## src/rtl/xfire_fpu_bkm_ctrl.sv

```systemverilog
// xfire_fpu_bkm_ctrl -- sequencer for the BKM iterative datapath.
//
// Accepts one request at a time through start/ready. op and format are
// captured when the request is accepted. The block then runs the datapath
// through load, a format-dependent number of BKM iterations and a final
// normalization step. It finishes with a one-cycle done pulse. An illegal op
// code or the reserved format skips the datapath and ends at once with err=1.
//
// Ports
//   clk, arst_n, srst   clock, async active-low reset, sync active-high reset
//   enable              global hold; when low, the FSM and all registers freeze
//   start, op, format   request handshake and operands (sampled while ready)
//   abort               cancel the operation in progress; blocks start in IDLE
//   ready, busy         IDLE / (LOAD|ITER|NORM) status
//   dp_load/iter/norm   datapath control strobes
//   dp_k                iteration index (0..ITERS-1)
//   dp_op, dp_format    request captured at acceptance
//   done, err           completion pulse; err is meaningful only with done

`ifndef OPSIZE
`define OPSIZE 3
`endif

module xfire_fpu_bkm_ctrl #(
  parameter int N       = 64,
  parameter int LOG2N   = 6,
  parameter int NUM_OPS = 6
) (
  input  logic               clk,
  input  logic               arst_n,
  input  logic               srst,
  input  logic               enable,
  input  logic               start,
  input  logic               abort,
  input  logic [`OPSIZE-1:0] op,
  input  logic [1:0]         format,
  output logic               ready,
  output logic               busy,
  output logic               dp_load,
  output logic               dp_iter,
  output logic               dp_norm,
  output logic [LOG2N-1:0]   dp_k,
  output logic [`OPSIZE-1:0] dp_op,
  output logic [1:0]         dp_format,
  output logic               done,
  output logic               err
);

  typedef enum logic [2:0] {
    S_IDLE,
    S_LOAD,
    S_ITER,
    S_NORM,
    S_DONE
  } state_t;

  // Final iteration index for each format.
  localparam logic [LOG2N-1:0] LAST_HALF   = LOG2N'(N / 4 - 1);
  localparam logic [LOG2N-1:0] LAST_SINGLE = LOG2N'(N / 2 - 1);
  localparam logic [LOG2N-1:0] LAST_DOUBLE = LOG2N'(N - 1);
  localparam logic [31:0]      NUM_OPS_U   = NUM_OPS;

  state_t             state, state_nxt;
  logic [LOG2N-1:0]   k_nxt;
  logic [LOG2N-1:0]   last_k;
  logic [`OPSIZE-1:0] op_nxt;
  logic [1:0]         fmt_nxt;
  logic               err_nxt;
  logic               illegal;

  // The iteration limit follows the captured format, not the live input.
  always_comb begin
    unique case (dp_format)
      2'd0:    last_k = LAST_HALF;
      2'd1:    last_k = LAST_SINGLE;
      default: last_k = LAST_DOUBLE;
    endcase
  end

  assign illegal = ({{(32 - `OPSIZE){1'b0}}, op} >= NUM_OPS_U) || (format == 2'd3);

  // NOTE: every signal gets its hold value before the case statement. A path
  // that leaves a combinational output unassigned would infer a latch.
  always_comb begin
    state_nxt = state;
    k_nxt     = dp_k;
    op_nxt    = dp_op;
    fmt_nxt   = dp_format;
    err_nxt   = err;

    unique case (state)
      S_IDLE: begin
        if (start && !abort) begin
          op_nxt    = op;
          fmt_nxt   = format;
          err_nxt   = illegal;
          state_nxt = illegal ? S_DONE : S_LOAD;
        end
      end
      S_LOAD: begin
        k_nxt     = '0;
        state_nxt = S_ITER;
      end
      S_ITER: begin
        // dp_k stops at the last index so it never wraps into the next op.
        if (dp_k == last_k) begin
          state_nxt = S_NORM;
        end else begin
          k_nxt = dp_k + LOG2N'(1);
        end
      end
      S_NORM: state_nxt = S_DONE;
      S_DONE: begin
        err_nxt   = 1'b0;
        state_nxt = S_IDLE;
      end
      default: state_nxt = S_IDLE;
    endcase

    // Abort overrides the normal sequence in every non-IDLE state. In IDLE
    // its only effect is the start gating above.
    if (abort && (state != S_IDLE)) begin
      state_nxt = S_IDLE;
      k_nxt     = '0;
      err_nxt   = 1'b0;
    end
  end

  // NOTE: sequential state uses non-blocking assignments so every register
  // samples the pre-edge values, whatever the statement order.
  always_ff @(posedge clk or negedge arst_n) begin
    if (!arst_n) begin
      state     <= S_IDLE;
      dp_k      <= '0;
      dp_op     <= '0;
      dp_format <= '0;
      err       <= 1'b0;
    end else if (srst) begin
      state     <= S_IDLE;
      dp_k      <= '0;
      dp_op     <= '0;
      dp_format <= '0;
      err       <= 1'b0;
    end else if (enable) begin
      state     <= state_nxt;
      dp_k      <= k_nxt;
      dp_op     <= op_nxt;
      dp_format <= fmt_nxt;
      err       <= err_nxt;
    end
  end

  // Status and strobes are decoded straight from the state register.
  assign ready   = (state == S_IDLE);
  assign dp_load = (state == S_LOAD);
  assign dp_iter = (state == S_ITER);
  assign dp_norm = (state == S_NORM);
  assign done    = (state == S_DONE);
  assign busy    = dp_load | dp_iter | dp_norm;

endmodule

```

## config.mk

```make
export PLATFORM = sky130hd
export DESIGN_NAME = xfire_fpu_bkm_ctrl
export DESIGN_NICKNAME = d
export VERILOG_FILES = /design/src/rtl/xfire_fpu_bkm_ctrl.sv
export SDC_FILE = /design/constraint.sdc
export NUM_CORES = 1
export LEC_CHECK = 0
export CAP_MARGIN = 20
export CELL_PAD_IN_SITES_DETAIL_PLACEMENT = 0
export CELL_PAD_IN_SITES_GLOBAL_PLACEMENT = 2
export CORE_ASPECT_RATIO = 1.25
export CORE_MARGIN = 2
export CORE_UTILIZATION = 27
export DETAILED_ROUTE_END_ITERATION = 6
export HOLD_SLACK_MARGIN = 0.08
export PLACE_DENSITY_LB_ADDON = 0.2
export SETUP_SLACK_MARGIN = 0.5
export SYNTH_ARGS = -nofsm -noshare
export SYNTH_HDL_FRONTEND = slang
export SYNTH_SLANG_ARGS = --single-unit
```

## constraint.sdc

```tcl
create_clock -name clk -period 2.2 [get_ports clk]
set_clock_uncertainty 0.15 [all_clocks]
set_input_delay 0.55 -clock clk [delete_from_list [all_inputs] [get_ports clk]]
set_output_delay 0.55 -clock clk [all_outputs]
set_load 0.005 [all_outputs]
```

Yosys cells after proc, flatten, opt, wreduce, memory -nomap -nowiden. Index checks and enable logic that the tools add are counted.

Register bits: 15. Input bits: 11. Word-level logic and storage cells: 61.

Add/subtract/negate cells: 1. $lt $le $gt $ge: 1. Eq/ne operators: 10. Muxes and demuxes: 26. Bitwise logic cells: 2. Reductions and logical operators: 16.

Operators by type and width (count): 3-bit 2-to-1 mux (10); 6-bit 2-to-1 mux (4); 6-bit case mux with 2 select lines (2); 3-bit case mux with 4 select lines (1); 3-bit AND reduction (4); 2-bit 2-to-1 mux (4); 4-bit by 2-bit inequality test with 1-bit output, second input constant (2); 4-bit nonzero test (2); 6-bit by 1-bit adder with 6-bit output, second input constant (1); 3-bit by 2-bit == test with 1-bit output, second input constant (2); 6-bit == test (1); 2-bit nonzero test (3); 1-bit 2-to-1 mux (4); 4-bit by 3-bit inequality test with 1-bit output, second input constant (1); 3-bit by 1-bit == test with 1-bit output, second input constant (1); 3-bit == test, second input constant (1); 3-bit >= comparator, second input constant (1); 3-bit logical NOT (1); 3-bit nonzero test (1); 2-bit by 1-bit == test with 1-bit output, second input constant (1); 2-bit == test, second input constant (1); 1-bit logical AND (2); 2-bit logical NOT (1); 1-bit bitwise OR (2); 3 further kinds (3).

Longest topological paths before layout.
Depth after elaboration: 8. Gate-level depth with buffers: 6.

Least setup slack after synthesis. No wires, ideal clock.

Path kind: in2reg. Start: input port enable. End: register dp_k[4]. Setup time: 69 ps. Arrival: 1591 ps. Data required time: 1981 ps. Path slack: 389 ps. Stages: 4. Cell sequence: buf_2 -> or3b_1 -> or4_1 -> nand3_1.

Word-level cells in the longest chain between the ends: 2.

RTL lines: start: declaration (RTL line 32) `input logic enable,`; 2-bit nonzero test (no source line); 3-bit AND reduction (no source line); end signal: assignment (RTL line 146) `dp_k <= k_nxt;`; end: declaration (RTL line 42) `output logic [LOG2N-1:0] dp_k,`.

No other way between the ends. A chain may end at the register's enable or synchronous reset.

Worst setup path after layout.
Start: register state[0]. End: output port busy.

Word-level cells in the longest chain between the ends: 3.

RTL lines: start: declaration (RTL line 63) `state_t state, state_nxt;`; start signal: assignment (RTL line 145) `state <= state_nxt;`; 3-bit by 1-bit == test with 1-bit output / 3-bit by 2-bit == test with 1-bit output (equally long branches) (RTL line 155, 156); 1-bit bitwise OR (RTL line 159) `assign busy = dp_load | dp_iter | dp_norm;`; 1-bit bitwise OR * (RTL line 159); end: declaration (RTL line 38) `output logic busy,`.

Every way passes the cells marked *; elsewhere a longest branch is shown, timed or not.

==> run metrics <==
Area Overhead vs Synth=77.39%; unrepaired setup endpoints after global routing=yes; dpl hpwl=1.865 mm; Root Buffer=clkbuf_8; Final Util=49.17%; via count=1046; top area cells in the synthesized netlist=dfrtp_1, mux2i_1, nor2_1, a21oi_1, nand3_1; power per standard cell area=431.2 nW/µm²; setup violators final=0; Die Y-Extent=70.57 µm; Avg WL per Cell=14.39 µm; IO buf count=28; final hold vios=0; largest area contributor in the netlist=dfrtp_1; clock share of power=31.8%; core area=3453 µm²; period utilization=84.53%; most frequent cells in the layout=buf_4, dlygate4sd2_1, buf_6; Sw Share=27.41%; DIE AREA=4040 µm²; H-tree levels=1; crit path capture type=primary output; routed wire length=2.964 mm; register bit total from synthesis=15; worst-skew pair later-pin latency=0.25 ns; crit path launch type=register; synthesized area=957.2 µm²; pre-CTS setup slack=0.004835 ns; setup_tns=0 ns; asr flop ratio synth=100.0%; crit-path max FO=3; Max clock buf depth=2; area share of the largest cell type after synthesis=39.22%; # IOs=29; sequential share of power=40.1%; cts hold-fix bufs=0; status=complete, no violations; EDFF count, synth=0; Leakage=0.8194 nW; slew margin rel.=81.77%; first-pass GRT wire length=4.809 mm; Post-route DRC=0; slew at the pin closest to its max-slew limit=0.2735 ns; TritonCTS Sinks=15; MaxCap Viol Count=0; Top FF cell, synth=dfrtp_1; Int Power=0.5315 mW; total global-route track usage=15.15%; combinational fraction of design power=28.2%; DRT iter0 DRCs=11; largest net degree at the start of global routing=16; Avg Cell Area, Syn=9.116 µm²; post-synthesis sequential area ratio=39.22%; Final Wtd Congestion=0.7317; CTS buffer count=3; grt ovf=0; layout cells sized above 1=44.31%; Peak VDD IR=0.2570 mV; total power=0.7321 mW; Syn Nets=117; final worst slack=0.3404 ns; minimum clock period=1.860 ns; nets=180; Critical Path RT=1.50 ns; commonest non-fill, non-tap cell in the layout=buf_4; row count=24; number of global-route vias before repair=1011; Hold/Removal Path Class=reg -> reg; drt via density=5.078; CTS tree=yes; ANT cells=0; critical path data arrival time=1.16 ns; initial antenna violation count=0; Antenna Nets Post-Route=0; Worst-path clk slew=0.07 ns; Fmax=0.5378 GHz; Initial Util=27.72%; Mapped Cells=105; DR pass1 iterations=4; Cell variety after synth=40; Ys Warns=0; kind of critical path=reg -> out; width of the die=57.26 µm; Slew Limit Fails=0; Sw Pwr=0.2006 mW
## sequential cells by signal, indices dropped and copies added (netlist names)
name / cells
state: 3
dp_format: 2
dp_op: 3
err: 1
dp_k: 6
## through the flow
step           cells  hold WS (ns)  instance area, µm²
2_1_floorplan    105        0.1044               965.9
3_3_place_gp     176        0.3564                1333
3_5_place_dp     176        0.3749                1333
4_1_cts          199        0.3879                1564
5_1_grt          206        0.4278                1698
6_report         206        0.3759                1698
## per-layer routing
metal,global-route usage [%],vias up,share of wire (%)
li1,-,508,-
met1,20.32,517,46
met2,24.78,17,51
met3,1.645,4,2.5
met4,6.202,0,1.1
met5,0,-,0
## final timing paths
path,start,end,slack [ns],cells past startpoint
min reg2reg,dp_op[0],dp_op[0],0.38,2
min in group asynchronous,arst_n,dp_k[4],0.47,2
max in group asynchronous,arst_n,state[2],1.22,2
max reg2reg,state[0],dp_k[4],0.36,5
max,state[0],busy,0.34,5
min,dp_op[0],dp_op[0],0.38,2
## power groups by stage
stage / registers, mW / clock network [mW] / logic, mW
after floorplan: 0.294 / 0 / 0.0681
after global placement: 0.300 / 0 / 0.144
after detailed placement: 0.300 / 0 / 0.145
after CTS: 0.294 / 0.241 / 0.175
after global routing: 0.294 / 0.252 / 0.222
final: 0.293 / 0.233 / 0.206
## synthesized netlist by cell type (all sizes together), types with 2 or more instances
| cell | number |
|---|---|
| or4 | 4 |
| buf | 5 |
| nand3 | 7 |
| o21ai | 2 |
| a31oi | 2 |
| or3b | 2 |
| mux2i | 7 |
| nor3b | 2 |
| nand2 | 8 |
| o211ai | 2 |
| dfrtp | 15 |
| o22ai | 2 |
| or2 | 2 |
| nor2b | 3 |
| nand2b | 2 |
| nor2 | 10 |
| nor3 | 2 |
| inv | 4 |
| a21oi | 7 |
## cell type report
cell class	instances	area, µm²
clock buffer	4	45.04
fill	320	1755
inverter	4	15.01
multi-input combinational	80	654.4
sequential	15	381.6
tap	39	48.80
timing repair buffer	64	553.0
## worst max-delay path, stage by stage, from the launching register on
cell and delay (ns):
dfrtp_2 0.44, buf_6 0.13, nor2_4 0.08, buf_4 0.11
nor2_1 0.03, buf_2 0.11
## cells by family after synthesis
logic type | Yosys count | synth area share, %
simple gates | 52 | 33.34
compound gates | 20 | 13.99
flops | 15 | 39.22
buf+inv | 10 | 4.836
mux | 7 | 7.321
fa+ha+maj | 1 | 1.307
## timing repair
item / 4_1_cts / 5_1_grt
gates cloned: 0 / 0
setup buffers: 19 / 7
hold endpoints to repair: 0 / 0
pin swaps: 9 / 15
setup endpoints to repair: 32 / 20
resized for setup: 61 / 20
No activity file was read; power rests on OpenSTA's default activity.
